===== src/rtl/pixel_pkg.sv =====
// Shared definitions for the pixel RAM loader and its companion stages.
package pixel_pkg;

    // Default geometry of the 4096x32 pixel RAM.
    localparam int unsigned PIX_W  = 8;
    localparam int unsigned LANES  = 4;
    localparam int unsigned ADDR_W = 12;
    localparam int unsigned LEN_W  = 15;

    // Byte-lane index within one RAM word.
    typedef logic [$clog2(LANES)-1:0] lane_t;

    // Loader sequencing states; fixed encodings keep the legacy state values.
    typedef enum logic [1:0] {
        IDLE = 2'd0,
        LOAD = 2'd1,
        PAD  = 2'd2,
        DONE = 2'd3
    } loader_state_t;

endpackage


===== src/rtl/lane_addr_ptr.sv =====
// Lane/word write pointer: lane steps every increment, word address steps
// when the lane rolls over from its last value, address wraps at the top.
module lane_addr_ptr #(
    parameter int unsigned ADDR_W = 12,
    parameter int unsigned LANE_W = 2
) (
    input  logic              clk,
    input  logic              rst,
    input  logic              clear,
    input  logic              inc,
    output logic [LANE_W-1:0] lane,
    output logic [ADDR_W-1:0] addr
);
    import pixel_pkg::*;

    // Pointer register: clear has priority over increment.
    always_ff @(posedge clk) begin
        if (rst || clear) begin
            lane <= '0;
            addr <= '0;
        end else if (inc) begin
            if (lane == '1) begin
                lane <= '0;
                addr <= addr + ADDR_W'(1);
            end else begin
                lane <= lane + LANE_W'(1);
            end
        end
    end

endmodule


===== src/rtl/pixel_loader.sv =====
// Pixel RAM loader: packs a valid/ready pixel stream into byte-lane writes,
// zero-pads a partial final word and pulses done once per frame.
module pixel_loader #(
    parameter int unsigned ADDR_W = pixel_pkg::ADDR_W,
    parameter int unsigned PIX_W  = pixel_pkg::PIX_W,
    parameter int unsigned LANES  = pixel_pkg::LANES,
    parameter int unsigned LEN_W  = pixel_pkg::LEN_W
) (
    input  logic                     clk,
    input  logic                     rst,
    input  logic                     start,
    input  logic [LEN_W-1:0]         frame_len,
    input  logic                     pix_valid,
    input  logic [PIX_W-1:0]         pix_data,
    output logic                     pix_ready,
    output logic                     ram_wr_en,
    output logic [ADDR_W-1:0]        ram_addr,
    output logic [$clog2(LANES)-1:0] ram_lane,
    output logic [PIX_W-1:0]         ram_wr_data,
    output logic                     busy,
    output logic                     done
);
    import pixel_pkg::*;

    localparam int unsigned       LANE_W    = $clog2(LANES);
    localparam int unsigned       MAX_FRAME = LANES << ADDR_W;
    localparam logic [LEN_W-1:0]  MAX_LEN   = LEN_W'(MAX_FRAME);
    localparam logic [LANE_W-1:0] LAST_LANE = LANE_W'(LANES - 1);

    loader_state_t     state;
    logic [LEN_W-1:0]  len_q;
    logic [LEN_W-1:0]  rcvd;
    logic [LEN_W-1:0]  len_clamped;
    logic [LANE_W-1:0] ptr_lane;
    logic [ADDR_W-1:0] ptr_addr;
    logic              ptr_clear;
    logic              ptr_inc;
    logic              xfer;
    logic              last_pix;

    // Handshake decode, frame length clamp and pointer controls.
    always_comb begin
        xfer        = pix_valid & pix_ready;
        last_pix    = (rcvd + LEN_W'(1)) == len_q;
        len_clamped = (frame_len > MAX_LEN) ? MAX_LEN : frame_len;
        ptr_clear   = (state == IDLE) && start;
        ptr_inc     = xfer || (state == PAD);
    end

    lane_addr_ptr #(
        .ADDR_W(ADDR_W),
        .LANE_W(LANE_W)
    ) u_ptr (
        .clk  (clk),
        .rst  (rst),
        .clear(ptr_clear),
        .inc  (ptr_inc),
        .lane (ptr_lane),
        .addr (ptr_addr)
    );

    // Frame sequencer and registered RAM-side outputs.
    // DONE covers the cycle the final write is presented; done/busy change on
    // leaving it. A zero-length frame has no write to wait for, so it pulses
    // done straight from IDLE, which keeps the pulse one cycle after start.
    always_ff @(posedge clk) begin
        if (rst) begin
            state       <= IDLE;
            len_q       <= '0;
            rcvd        <= '0;
            pix_ready   <= 1'b0;
            ram_wr_en   <= 1'b0;
            ram_addr    <= '0;
            ram_lane    <= '0;
            ram_wr_data <= '0;
            busy        <= 1'b0;
            done        <= 1'b0;
        end else begin
            ram_wr_en <= 1'b0;
            done      <= 1'b0;
            case (state)
                IDLE: begin
                    if (start) begin
                        len_q <= len_clamped;
                        rcvd  <= '0;
                        if (len_clamped == '0) begin
                            done <= 1'b1;
                        end else begin
                            state     <= LOAD;
                            pix_ready <= 1'b1;
                            busy      <= 1'b1;
                        end
                    end
                end
                LOAD: begin
                    if (xfer) begin
                        ram_wr_en   <= 1'b1;
                        ram_wr_data <= pix_data;
                        ram_addr    <= ptr_addr;
                        ram_lane    <= ptr_lane;
                        rcvd        <= rcvd + LEN_W'(1);
                        if (last_pix) begin
                            pix_ready <= 1'b0;
                            state     <= (ptr_lane == LAST_LANE) ? DONE : PAD;
                        end
                    end
                end
                PAD: begin
                    ram_wr_en   <= 1'b1;
                    ram_wr_data <= '0;
                    ram_addr    <= ptr_addr;
                    ram_lane    <= ptr_lane;
                    if (ptr_lane == LAST_LANE) begin
                        state <= DONE;
                    end
                end
                DONE: begin
                    state <= IDLE;
                    busy  <= 1'b0;
                    done  <= 1'b1;
                end
                default: begin
                    state     <= IDLE;
                    pix_ready <= 1'b0;
                    busy      <= 1'b0;
                end
            endcase
        end
    end

endmodule


===== config.mk =====
export PLATFORM = sky130hd
export DESIGN_NAME = pixel_loader
export DESIGN_NICKNAME = d
export VERILOG_FILES = /design/src/rtl/pixel_pkg.sv /design/src/rtl/lane_addr_ptr.sv /design/src/rtl/pixel_loader.sv
export SDC_FILE = /design/constraint.sdc
export NUM_CORES = 1
export LEC_CHECK = 0
export CAP_MARGIN = 30
export CORE_ASPECT_RATIO = 0.5
export CORE_MARGIN = 5
export CORE_UTILIZATION = 49
export CTS_CLUSTER_SIZE = 40
export DETAILED_ROUTE_END_ITERATION = 7
export HOLD_SLACK_MARGIN = 0.15
export PLACE_DENSITY = 0.88
export SLEW_MARGIN = 40
export SYNTH_ARGS = -nofsm -noshare
export SYNTH_HDL_FRONTEND = slang
export SYNTH_HIERARCHICAL = 1
export SYNTH_SLANG_ARGS = --single-unit

===== constraint.sdc =====
create_clock -name clk -period 2.3 [get_ports clk]
set_input_delay 0.23 -clock clk [delete_from_list [all_inputs] [get_ports clk]]
set_output_delay 0.23 -clock clk [all_outputs]
set_load 0.01 [all_outputs]

==> results of run 1 <==
layer usage:
metal / vias up / part of all wire / GRT usage
met5: - / 0 / 0
met4: 0 / 0.025 / 0.0818
met3: 33 / 0.056 / 0.0685
met2: 125 / 0.51 / 0.364
met1: 1672 / 0.41 / 0.247
li1: 1708 / - / -
flip-flops by register name, indices dropped and copies added, names as in the netlist:
register,cells
state,2
busy,1
u_ptr/lane,2
ram_wr_en,1
ram_lane,2
ram_addr,12
ram_wr_data,8
len_q,15
rcvd,15
u_ptr/addr,12
done,1
pix_ready,1
metrics by stage:
step,instance area (µm²),hold slack (ns),std cells
final,4740,0.416,607
after global routing,4740,0.464,607
after CTS,4640,0.408,604
after detailed placement,4290,0.445,586
after global placement,4290,0.439,586
after floorplan,3550,0.366,437
final timing paths:
kind         cells past startpoint  slack [ns]   startpoint          end
max                              8        0.01      rcvd[8]     state[0]
min                              2        0.42          rst     rcvd[12]
max reg2reg                      8        0.01      rcvd[8]     state[0]
min reg2reg                      2        0.45  ram_addr[9]  ram_addr[9]
cell usage in the layout, fill, tap and decap left out, drive strengths merged, types with 3 or more instances in the layout:
master and instances:
dfxtp 72, nand2 67, nor2 52, clkdlybuf4s50 51, a21oi 43, buf 32, a22oi 24, o21ai 17
inv 13, nand3 13, clkbuf 12, xor2 11, or3 11, nor4 11, xnor2 9, nand4 9
ha 8, mux2i 7, nor3 7, a31oi 4, nand2b 3, nor3b 3, nor2b 3, a311oi 3
final cells by class:
cell class              instances  area [µm²]  share of cell area
repair buffers                 83         759               0.160
well taps                      92         115              0.0243
clock buffers                  12         246              0.0520
flip-flops and latches         72        1460               0.307
clock inverters                 3        42.5             0.00898
inverters                      13        48.8              0.0103
multi-input cells             332        2070               0.437
where the power goes:
part           switching (mW)  leakage (nW)  internal (mW)
Clock                   0.506         0.139          0.861
Sequential             0.0748         0.586           1.32
Combinational           0.631         0.961          0.424
critical path, delay by kind of cell (launching register included):
family / cells / cell delay (ns)
AO/OA/AOI/OAI: 3 / 0.45
buffers and inverters: 1 / 0.17
flip-flops: 1 / 0.43
multiplexers: 1 / 0.34
AND/OR/NAND/NOR: 3 / 0.82
repair_timing:
action | in CTS | in global routing
gates resized for setup | 11 | 15
setup endpoints to repair | 3 | 11
setup buffers | 3 | 3
pin swaps | 5 | 3
cell families after synthesis:
kind of cell	count (synthesis)
DFF	72
and+or+nand+nor	188
muxes	8
xor gates and xnor gates	20
adders and majority gates	8
AOI/OAI and AO/OA	108
buffers and inverters	33
==> flow_summary.ini, run 1 <==
[critical_path]
critical_path_required_ns = 2.57
setup.worst_path.start_class = register
timing.setup.critical_path_class = reg2reg
crit_path_end_kind = register
critPathSlowestCell = sky130_fd_sc_hd__dfxtp_1
path_cells = nand2_2, buf_4, nor4_1, a21o_1, a2111oi_4, nor4_4, mux2_4, a21oi_2
cp_max_fo = 5
worstPathArrival_ns = 2.56
critical-path-max-stage-delay_ns = 0.43

[synthesis]
syn_area_per_cell_um2 = 8.11
yosys_register_bits = 72
synth_simple_gate_area_frac = 0.261
synth_warnings = 6
synth.net_count = 472
synth_top_cells_by_count = 72 x sky130_fd_sc_hd__dfxtp_1, 66 x sky130_fd_sc_hd__nand2_1, 51 x sky130_fd_sc_hd__nor2_1, 42 x sky130_fd_sc_hd__a21oi_1, 24 x sky130_fd_sc_hd__a22oi_1
netlist.area_leader.share = 0.407
yosys.area.top_type = sky130_fd_sc_hd__dfxtp_1
combinational_family_with_the_most_area_after_synthesis = simple AND/OR/NAND/NOR gates
ys_dominant_reg_cell = sky130_fd_sc_hd__dfxtp_1
asyncSetResetFlopFracSynth = 0
synth_area_leaders = sky130_fd_sc_hd__dfxtp_1 41%, sky130_fd_sc_hd__nand2_1 7.0%, sky130_fd_sc_hd__a21oi_1 5.9%
number_of_enable_type_register_cells_in_the_synthesized_netlist = 0
synth_xor_area_frac = 0.0494
synth_cell_types = 53
compound_gate_fraction_of_synth_area = 0.195
synthAdderAreaFrac = 0.0282
most_frequent_cell_after_synthesis = sky130_fd_sc_hd__dfxtp_1
yosys-mux-area-fraction = 0.0240
mappedNetlistArea_um2 = 3540
synth_cells = 437
synth-seq-area-share = 0.407

[place]
port_buffer_count = 52
dp_hpwl_um = 6490
gp_congestion = 0.925
pre_cts_ws_ns = -0.124

[layout]
finish.utilization = 0.691
filler_cell_count = 508
fin_nets = 546
antenna_cells_inserted = 0
final_layout_size_suffix_gt1_frac = 0.148
syn2layout_area_growth_pct = 33.7

[global_route]
overall_global_routing_usage = 0.213
grt_pass1_vias = 3356
grt_pass1_wl_um = 15700
pin_count_of_the_biggest_net_entering_global_routing = 38
number_of_antenna_violations_at_the_first_check_in_global_routing = 0
grt-ovfl-total = 0

[timing]
max-slew-margin-rel = 0.556
rsz0062_at_grt = true
final_hold_viol_count = 0
worst_slew_pin_slew_ns = 0.665
timing.clock.skew_ns = 0.00368
report.final.setup_viol = 0
final.period_utilization = 0.994
max_freq_mhz = 437
setup_tns_ns = 0
finalWorstSetupSlack_ns = 0.0138
timing_max_transition_violations_final = 0
post_layout_min_period_ns = 2.29

[routing]
drt_pass1_iterations = 5
wire_per_inst_um = 16.1
antenna_violating_nets_post_route = 0
wl_um = 9760
vias = 3538
via_per_inst = 5.83
drt_iter0_markers = 345
drc = 0

[clock_tree]
cts_sinks = 72
cts_buffers = 9
buffer_levels_on_the_longest_clock_path = 2
cts_root_buffer = sky130_fd_sc_hd__clkbuf_16
tritoncts = built
clk_latency_ns = 0.34
cts.hold.buffers_added = 0
ctsHtreeMaxLevel = 3
clk_pin_slew_worst_paths_ns = 0.06

[floorplanning]
die_area_um2 = 9140
initial_core_util = 0.517
floorplan.io_pins = 53
rows = 21
die_w_um = 130
floorplan.core_area_um2 = 6860
die_y_um = 70.1

[hold_path]
path_type_of_the_worst_min_delay_path = in2reg

[pwr]
power_density_nw_per_um2 = 806
vdd_ir_drop_max_mv = 0.465
power_mw = 3.82
static-leakage-power_nw = 1.69

[run]
max_cap_viols = 0

[status]
status = complete, no violations
(Power assumes the default switching activity.)
==> inputs of run 2 (changes only) <==
--- a/config.mk
+++ b/config.mk
@@ -8,13 +8,14 @@
 export CAP_MARGIN = 30
 export CORE_ASPECT_RATIO = 0.5
 export CORE_MARGIN = 5
-export CORE_UTILIZATION = 49
+export CORE_UTILIZATION = 54
 export CTS_CLUSTER_SIZE = 40
 export DETAILED_ROUTE_END_ITERATION = 7
 export HOLD_SLACK_MARGIN = 0.15
-export PLACE_DENSITY = 0.88
+export PLACE_DENSITY = 0.92
 export SLEW_MARGIN = 40
 export SYNTH_ARGS = -nofsm -noshare
 export SYNTH_HDL_FRONTEND = slang
 export SYNTH_HIERARCHICAL = 1
 export SYNTH_SLANG_ARGS = --single-unit
+export TNS_END_PERCENT = 10
==> constraint.sdc (replaced) <==
create_clock -name clk -period 2.38 [get_ports clk]
set_input_delay 0.238 -clock clk [delete_from_list [all_inputs] [get_ports clk]]
set_output_delay 0.238 -clock clk [all_outputs]
set_load 0.01 [all_outputs]
==> run 2 against run 1 <==
Net effect: worst hold slack lost 0.066 ns; sequential share of layout area grew 0.82 points; sequential power shrank 3%; first-iteration DRC count shrank 16%; wire length grew 0.12%; clock skew grew 0.0015 ns; non-clock buffer count shrank 9; critical endpoint unchanged; largest cell class unchanged.
==> flow_summary.ini, run 2 (same netlist as run 1, synthesis figures left out) <==
[layout]
final_layout_size_suffix_gt1_frac = 0.128
layout.cells.most_common_list = 65 x sky130_fd_sc_hd__nand2_1, 65 x sky130_fd_sc_hd__dfxtp_1, 51 x sky130_fd_sc_hd__clkdlybuf4s50_1
antenna_cells_inserted = 0
fin_nets = 537
largest_registers = len_q: 15 flops, rcvd: 15 flops
syn2layout_area_growth_pct = 30.7
stdcell_area_um2 = 4630

[critical_path]
critical_path_required_ns = 2.66
cp_max_fo = 10
critical-path-max-stage-delay_ns = 0.41
crit_path_end_kind = register
path_cells = nand3_4, o31a_1, o31ai_2, o221ai_1, nor4_2, buf_4, mux2_4, a21oi_2
rrSetupSlack_ns = 0.07
timing.setup.critical_path_class = reg2reg
setup.worst_path.start_class = register
worstReg2RegStart = rcvd[3]
critPathSlowestCell = sky130_fd_sc_hd__dfxtp_2
regToRegEndpoint = state[0]
end_point_of_the_critical_path = state[0]
worstPathArrival_ns = 2.58
ff2ff_path_depth = 8
cp-startpoint = rcvd[3]

[global_route]
grt_pass1_wl_um = 15900
grt_pass1_vias = 3357
number_of_antenna_violations_at_the_first_check_in_global_routing = 0
pin_count_of_the_biggest_net_entering_global_routing = 38
overall_global_routing_usage = 0.239
grt-ovfl-total = 0

[pwr]
vdd_ir_drop_max_mv = 0.480
static-leakage-power_nw = 1.64
power_density_nw_per_um2 = 836

[clock_tree]
cts_root_buffer = sky130_fd_sc_hd__clkbuf_16
cts_sinks = 72
clk_pin_slew_worst_paths_ns = 0.05
buffer_levels_on_the_longest_clock_path = 2
cts_buffers = 9
cts.hold.buffers_added = 0
clk_latency_ns = 0.34
tritoncts = built
ctsHtreeMaxLevel = 3

[routing]
wl_um = 9770
vias = 3515
drt_iter0_markers = 290
drt_pass1_iterations = 5
wire_per_inst_um = 16.4
drc = 0
via_per_inst = 5.91
antenna_violating_nets_post_route = 0

[hold_path]
path_type_of_the_worst_min_delay_path = in2reg

[timing]
timing_max_transition_violations_final = 0
worst_hold_slack_ns = 0.349
timing.clock.skew_ns = 0.00519
post_layout_min_period_ns = 2.31
final.period_utilization = 0.969
max-slew-margin-rel = 0.670
final_hold_viol_count = 0
report.final.setup_viol = 0
rsz0062_at_grt = true
worst_slew_pin_slew_ns = 0.494
max_freq_mhz = 434
setup_tns_ns = 0

[floorplanning]
floorplan.core_area_um2 = 6210
die_y_um = 67.3
floorplan.io_pins = 53
initial_core_util = 0.571
rows = 20
die_w_um = 125
die_area_um2 = 8380

[place]
dp_hpwl_um = 6250
port_buffer_count = 52
post_dp_cell_area_um2 = 4220
gp_congestion = 0.995

[run]
max_cap_viols = 0

[status]
status = complete, no violations
==> run 2: cell type report <==
cell class              instances  area (µm²)
multi-input cells             332        2000
fillers                       453        1580
flip-flops and latches         72        1460
repair buffers                 74         681
clock buffers                  12         256
well taps                      88         110
clock inverters                 4        76.3
inverters                      13        48.8
==> run 2: layer usage <==
metal | global-route usage | share of wire
met5 | 0 | 0
met4 | 0.0874 | 0.026
met3 | 0.0853 | 0.060
met2 | 0.435 | 0.50
met1 | 0.265 | 0.41
==> run 2: worst min-delay path by stage <==
stage             startpoint  slack (ns)  cells after the start             end
2_1_floorplan  frame_len[14]        0.37                      2       len_q[14]
3_3_place_gp     ram_lane[0]        0.44                      2     ram_lane[0]
3_5_place_dp     ram_addr[0]        0.45                      2     ram_addr[0]
4_1_cts                  rst        0.34                      2  ram_wr_data[0]
5_1_grt                  rst        0.37                      2  ram_wr_data[0]
6_report                 rst        0.35                      2  ram_wr_data[0]
==> run 2: worst max-delay path: cells and delay by family, from the launching register on <==
kind	cells	cell delay (ns)
and+or+nand+nor	2	0.43
AOI/OAI and AO/OA	4	0.92
DFF	1	0.41
buffers and inverters	1	0.18
muxes	1	0.30
==> run 2: what timing repair did <==
item,in CTS,in global routing
pin swaps,1,1
gates resized for setup,3,14
endpoints found under the setup margin,1,6
buffers inserted,5,0
==> run 2: report_power, final <==
| part | switching, mW | internal [mW] | total [mW] |
|---|---|---|---|
| registers | 0.0784 | 1.28 | 1.36 |
| clock network | 0.514 | 0.976 | 1.49 |
| logic | 0.627 | 0.399 | 1.03 |
| total | 1.22 | 2.65 | 3.87 |
==> run 2: stage by stage <==
stage / instances / total power, mW / utilization / setup WS (ns)
6_report: 595 / 3.87 / 0.746 / 0.0740
5_1_grt: 595 / 4.06 / 0.746 / -0.0173
4_1_cts: 595 / 3.86 / 0.740 / 0.0102
3_5_place_dp: 574 / 2.35 / 0.679 / 0.0371
3_3_place_gp: 574 / 2.32 / 0.679 / 0.118
2_1_floorplan: 437 / 2.01 / - / 0.0752
